### src/rtl/gpio_pad_ctrl.sv
// Multi-channel GPIO pad controller: registered pad controls, input synchroniser,
// optional debounce (define GPIO_PAD_CTRL_DEBOUNCE_EN) and sticky maskable edge interrupts.
module gpio_pad_ctrl #(
    parameter int CH_NUM       = 8,
    parameter int SYNC_STAGES  = 2,
    parameter int DB_CNT_WIDTH = 8
) (
    input  logic                    clk_i,
    input  logic                    rst_i,
    input  logic [CH_NUM-1:0]       dir_i,
    input  logic [CH_NUM-1:0]       dout_i,
    input  logic [CH_NUM-1:0]       pull_en_i,
    input  logic [DB_CNT_WIDTH-1:0] db_thresh_i,
    input  logic [CH_NUM-1:0]       rise_en_i,
    input  logic [CH_NUM-1:0]       fall_en_i,
    input  logic [CH_NUM-1:0]       irq_clr_i,
    output logic [CH_NUM-1:0]       din_o,
    output logic [CH_NUM-1:0]       irq_stat_o,
    output logic                    irq_o,
    input  logic [CH_NUM-1:0]       pad_c_i,
    output logic [CH_NUM-1:0]       pad_i_o,
    output logic [CH_NUM-1:0]       pad_oen_o,
    output logic [CH_NUM-1:0]       pad_ren_o
);

    logic [CH_NUM-1:0] pad_i_q;
    logic [CH_NUM-1:0] pad_oen_q;
    logic [CH_NUM-1:0] pad_ren_q;
    logic [CH_NUM-1:0] sync_q [SYNC_STAGES];
    logic [CH_NUM-1:0] sync_s;
    logic [CH_NUM-1:0] din_s;
    logic [CH_NUM-1:0] prev_q;
    logic [CH_NUM-1:0] irq_stat_q;
    logic [CH_NUM-1:0] irq_stat_d;
    logic [CH_NUM-1:0] rise_s;
    logic [CH_NUM-1:0] fall_s;

    // Pad control registers; reset leaves every pad tri-stated with pulls off.
    always_ff @(posedge clk_i) begin
        if (rst_i) begin
            pad_i_q   <= '0;
            pad_oen_q <= '1;
            pad_ren_q <= '1;
        end else begin
            pad_i_q   <= dout_i;
            pad_oen_q <= ~dir_i;
            pad_ren_q <= ~pull_en_i;
        end
    end

    // Synchroniser chain for the asynchronous pad receiver outputs.
    always_ff @(posedge clk_i) begin
        if (rst_i) begin
            for (int s = 0; s < SYNC_STAGES; s++) begin
                sync_q[s] <= '0;
            end
        end else begin
            sync_q[0] <= pad_c_i;
            for (int s = 1; s < SYNC_STAGES; s++) begin
                sync_q[s] <= sync_q[s-1];
            end
        end
    end

    assign sync_s = sync_q[SYNC_STAGES-1];

`ifdef GPIO_PAD_CTRL_DEBOUNCE_EN
    logic [DB_CNT_WIDTH-1:0] cnt_q [CH_NUM];
    logic [DB_CNT_WIDTH-1:0] cnt_d [CH_NUM];
    logic [CH_NUM-1:0]       stb_q;
    logic [CH_NUM-1:0]       stb_d;

    // Debounce next state; >= lets a lowered threshold take effect at once.
    always_comb begin
        stb_d = stb_q;
        for (int n = 0; n < CH_NUM; n++) begin
            cnt_d[n] = cnt_q[n];
            if (sync_s[n] == stb_q[n]) begin
                cnt_d[n] = '0;
            end else if (cnt_q[n] >= db_thresh_i) begin
                stb_d[n] = sync_s[n];
                cnt_d[n] = '0;
            end else begin
                cnt_d[n] = cnt_q[n] + DB_CNT_WIDTH'(1);
            end
        end
    end

    // Debounce state registers.
    always_ff @(posedge clk_i) begin
        if (rst_i) begin
            stb_q <= '0;
            for (int n = 0; n < CH_NUM; n++) begin
                cnt_q[n] <= '0;
            end
        end else begin
            stb_q <= stb_d;
            for (int n = 0; n < CH_NUM; n++) begin
                cnt_q[n] <= cnt_d[n];
            end
        end
    end

    assign din_s = stb_q;
`else
    logic unused_thresh_s;

    assign unused_thresh_s = ^db_thresh_i;
    assign din_s           = sync_s;
`endif

    // A same-cycle event overrides a clear so no edge is ever lost.
    assign rise_s     = din_s & ~prev_q;
    assign fall_s     = ~din_s & prev_q;
    assign irq_stat_d = (irq_stat_q & ~irq_clr_i) | (rise_s & rise_en_i) | (fall_s & fall_en_i);

    // Edge history and sticky status registers.
    always_ff @(posedge clk_i) begin
        if (rst_i) begin
            prev_q     <= '0;
            irq_stat_q <= '0;
        end else begin
            prev_q     <= din_s;
            irq_stat_q <= irq_stat_d;
        end
    end

    assign din_o      = din_s;
    assign irq_stat_o = irq_stat_q;
    assign irq_o      = |irq_stat_q;
    assign pad_i_o    = pad_i_q;
    assign pad_oen_o  = pad_oen_q;
    assign pad_ren_o  = pad_ren_q;

endmodule

### config.mk
export PLATFORM = sky130hd
export DESIGN_NAME = gpio_pad_ctrl
export DESIGN_NICKNAME = d
export VERILOG_FILES = /design/src/rtl/gpio_pad_ctrl.sv
export SDC_FILE = /design/constraint.sdc
export NUM_CORES = 1
export LEC_CHECK = 0
export CAP_MARGIN = 0
export CORE_ASPECT_RATIO = 0.75
export CORE_MARGIN = 8
export CORE_UTILIZATION = 33
export DETAILED_ROUTE_END_ITERATION = 12
export PLACE_DENSITY = 0.76
export SYNTH_ARGS = -nofsm -noshare
export SYNTH_HDL_FRONTEND = slang
export SYNTH_SLANG_ARGS = --single-unit
### constraint.sdc
create_clock -name clk_i -period 0.8 [get_ports clk_i]
set_clock_uncertainty 0.1 [all_clocks]
set_input_delay 0.12 -clock clk_i [delete_from_list [all_inputs] [get_ports clk_i]]
set_output_delay 0.12 -clock clk_i [all_outputs]
set_load 0.05 [all_outputs]
# After elaboration in Yosys (flattened, before gate mapping)
# Memories as Yosys holds them, arrays and structs flattened.
# Index checks and enable logic that the tools add are counted.
word_totals:
  inputBits: 66
  reg_bits: 40
  mem_count: 1
  out_inout_bits: 41
  ramBits: 16
  wordCells: 26
memory_table:
  columns: ["name", "depth", "word_bits", "rd", "rd_clocked_by_memory_dff", "wr", "line", "rtl"]
  rows:
  - ["sync_q", 2, 8, 2, 0, 2, "29", "logic [CH_NUM-1:0] sync_q [SYNC_STAGES];"]
classes:
  bitwise: 14
  reduce_logical: 1
  n_mux: 5
op_table:
  columns: ["op", "count"]
  rows:
  - ["$and A8 B8 Y8", 5]
  - ["$not A8 Y8", 5]
  - ["$mux W8", 2]
  - ["$or A8 B8 Y8", 2]
  - ["$reduce_or A8 Y1", 1]
  - ["$mux W1", 3]
  - ["$or A1 B1 Y1", 2]

# Longest topological paths before layout
logic_depth:
  word_depth: 5
  depth_mapped: 3
  mapped_depth_nobuf: 2

# Worst setup path before layout
# Ideal clock, no wire load.
synth_path:
  kind: "register to output"
  startpoint: "register irq_stat_q[6] (netlist: irq_stat_o[6])"
  endpoint: "output port irq_o"
  slack_ps: -539
  t_arrival_ps: 1119
  t_required_ps: 580
  stages_incl_launch_ff: 3
  cell_sequence: "dfxtp_1 nor4_1 nand2_1"
synth_between:
  elab_chain_cells: 1
synth_lines:
  columns: ["item", "line", "rtl"]
  rows:
  - ["start, declared", "33", "logic [CH_NUM-1:0] irq_stat_q;"]
  - ["start signal, assigned", "124", "irq_stat_q <= irq_stat_d;"]
  - ["$reduce_or A8 Y1", "130", "assign irq_o = |irq_stat_q;"]
  - ["end, declared", "19", "output logic irq_o,"]
# No other way between the ends.

# Worst setup path in the final report
layout_path:
  startpoint: "register irq_stat_q[7] (netlist: irq_stat_o[7])"
  endpoint: "output port irq_o"
# Same word-level chain as after synthesis.

==> impl_metrics.toml <==
[run_status]
outcome = "finished with violations"
violations = "negative setup slack"

[detailed_routing]
ant_nets = 0
post-route-drc-count = 0
drt_wl_total_um = 4830
vias = 1404
drt_first_iter_violations = 26
avgRoutedWirePerCell_um = 14.0
viasPerCell = 4.08
first_pass_iters = 4

[sta]
setup-violations-final = 49
hold_viol = 0
min_period_over_period_pct = 183
rsz0062_at_grt = "yes"
slew_viol_final = 0
finalWorstSetupSlack_ns = -0.665
timing_worst_slew_pin_value_ns = 0.289
slew_headroom_pct = 80.6
final_period_minus_worst_setup_slack_ns = 1.47
hold_slack_ns = 0.109
fmax_mhz = 682

[clocking]
cts_bufs_inserted = 5
clock_pin_slew_worst_setup_and_hold_paths_ns = 0.10
tritoncts = "built"
post_cts_hold_buffer_count = 0
root_buffer = "clkbuf_8"
clk-insertion-delay-late_ns = 0.30
clk_path_buf_depth = 2
number_of_clock_sinks = 56
h-tree-depth = 2

[global_routing]
maximum_number_of_pins_on_one_net_before_global_route_repair = 30
use_met1_pct = 12.4
grt_antenna_before_repair = 0
global_route.usage.met3_pct = 6.36
wire_length_of_the_first_global_routing_pass_um = 7550
grt_usage_pct = 12.2
globalRoute.busiestLayer = "met2"
met2_track_demand_over_resource_pct = 21.0
first_global_vias = 1478
globalRouteOverflowTotal = 0

[yosys]
synth_top_cell_by_area = "dfxtp_1"
synth.most_common_cell = "dfxtp_1"
netlist_area_um2 = 1780
netlist-cell-type-count = 10
most_instantiated_flip_flop_cell_in_the_synthesis_netlist = "dfxtp_1"
portion_of_synthesized_cell_area_occupied_by_the_leading_cell_type_pct = 63.0
synth_fp_nets = 219
synthCells = 153
netlist_top_cells_count = "dfxtp_1 (56), nor2b_1 (32), nand2b_1 (24)"
yosys_warnings = 0
ys_seq_elements = 56
syn_avg_cell_area_um2 = 11.6
synth_edf_count = 0
synth_async_sr_flop_share_pct = 0
synth.yosys.seq_area_share_pct = 63.0
synth.area.top_cells = "dfxtp_1 (63%), nor2b_1 (11%), nand2b_1 (8.4%), nand3b_1 (6.8%), buf_4 (3.4%)"

[floorplan]
initial_core_util_pct = 33.8
top_level_ports = 107
die-area_um2 = 8020
core_area_um2 = 5270
die_x_um = 101
die_height_um = 79.6
floorplan.rows = 23

[place]
numPlacedInstances = 327
place_congestion = 0.689
hpwl_um = 3740
io_buffer_count = 98

[worst_setup_path]
timing.critical_path.fanout_max = 2
timing.critical_path.cells = "nor4_4 -> nand2_4 -> buf_8"
timing_worst_setup_path_type = "flop to output port"
crit_slowest_cell = "dfxtp_4"
worstReg2RegEnd = "irq_stat_o[4]$_SDFF_PP0_"
start_kind = "flop"
reg2reg_depth = 3
beginning_of_the_worst_register_to_register_path = "sync_q[0][12]$_SDFF_PP0_"
critical_path.max_stage_delay_ns = 0.36
worstPathArrival_ns = 1.25
critical_path_required_ns = 0.58
worst-r2r-setup-slack_ns = -0.15
timing.critical_path.to_type = "output port"

[layout]
n_antenna_cell = 0
synthToLayoutAreaGrowth_pct = 105
num-fill-cells = 386
finish.net_count = 334
share_of_layout_cells_above_drive_strength_1_pct = 44.6
post_layout_nonfiller_instances = 344

[power_and_ir_drop]
power-per-cell-area_nw_per_um2 = 1630
power_mw = 5.97
power.static_leakage_nw = 1.44
worst_ir_drop_vdd_v = 0.00112

[worst_hold_path]
timing.hold.worst_path_depth = 3
timing.hold.worst.class = "input port to flop"
worst_hold_startpoint = "rst_i"
hold_end = "pad_i_o[6]$_SDFF_PP0_"

[job]
maxCapViolations = 0
per-layer routing:
metal	wire, µm	part of all wire, %
met2	2410	50
met4	45	0.93
met5	0	0
met3	574	12
met1	1790	37
power by group:
group          switching, mW  internal, mW  total (mW)
registers             0.0926          2.91        3.00
clock network          0.867         0.708        1.58
logic                  0.580         0.812        1.39
repair_timing:
item	CTS	global route
setup buffers	10	7
gates cloned	0	0
pin swaps	9	7
gates resized for setup	33	14
setup endpoints to repair	49	54
hold endpoints to repair	0	0
cell type report:
type                       count  area, µm²  share of cell area, %
multi-input combinational     83        604                   16.5
timing repair buffer         122       1670                   45.6
clock inverter                 1       6.26                  0.171
clock buffer                   7       86.3                   2.36
tap                           75       93.8                   2.57
sequential                    56       1200                   32.8
registers in the layout, summed over array words and instances (netlist names):
| signal | flops |
|---|---|
| irq_stat_o | 8 |
| pad_i_o | 8 |
| pad_oen_o | 8 |
| pad_ren_o | 8 |
| prev_q | 8 |
| sync_q | 16 |
placed cells by master, fill, tap and decap left out, drive strengths merged:
cell	synthesis	routed
nand3b	16	16
buf	14	66
clkbuf	0	7
a31oi	8	8
nor2b	32	32
clkdlybuf4s50	0	56
nand2b	24	24
dfxtp	56	56
inv	0	1
nor4	2	2
nand2	1	1
kinds of logic after synthesis:
family / share of synthesized area, %
AND/OR/NAND/NOR: 27.4
AO/OA/AOI/OAI: 2.81
buffers and inverters: 6.82
flip-flops: 63.0
worst max-delay path by stage:
stage / start / endpoint / slack [ns] / cells after the start
global route: irq_stat_o[7]$_SDFF_PP0_ / irq_o / -0.72 / 3
floorplan: irq_stat_o[7]$_SDFF_PP0_ / irq_o / -0.29 / 2
detailed placement: irq_stat_o[7]$_SDFF_PP0_ / irq_o / -0.34 / 3
global placement: irq_stat_o[7]$_SDFF_PP0_ / irq_o / -0.32 / 3
finish: irq_stat_o[7]$_SDFF_PP0_ / irq_o / -0.67 / 3
CTS: irq_stat_o[2]$_SDFF_PP0_ / irq_o / -0.66 / 3
stage by stage:
step	TNS [ns]	area, µm²	setup slack [ns]	utilization [%]
2_1_floorplan	-0.294	1880	-0.294	-
3_3_place_gp	-3.55	3360	-0.319	63.8
3_5_place_dp	-4.21	3360	-0.337	63.8
4_1_cts	-12.07	3620	-0.657	68.8
5_1_grt	-13.44	3650	-0.718	69.4
6_report	-11.59	3650	-0.665	69.4
critical path: cells and delay by family, from the launching register on:
kind | cells | cell delay (ns)
flip-flops | 1 | 0.36
AND/OR/NAND/NOR | 2 | 0.42
buffers and inverters | 1 | 0.16
Note: power is estimated with default switching activity, not from simulation.
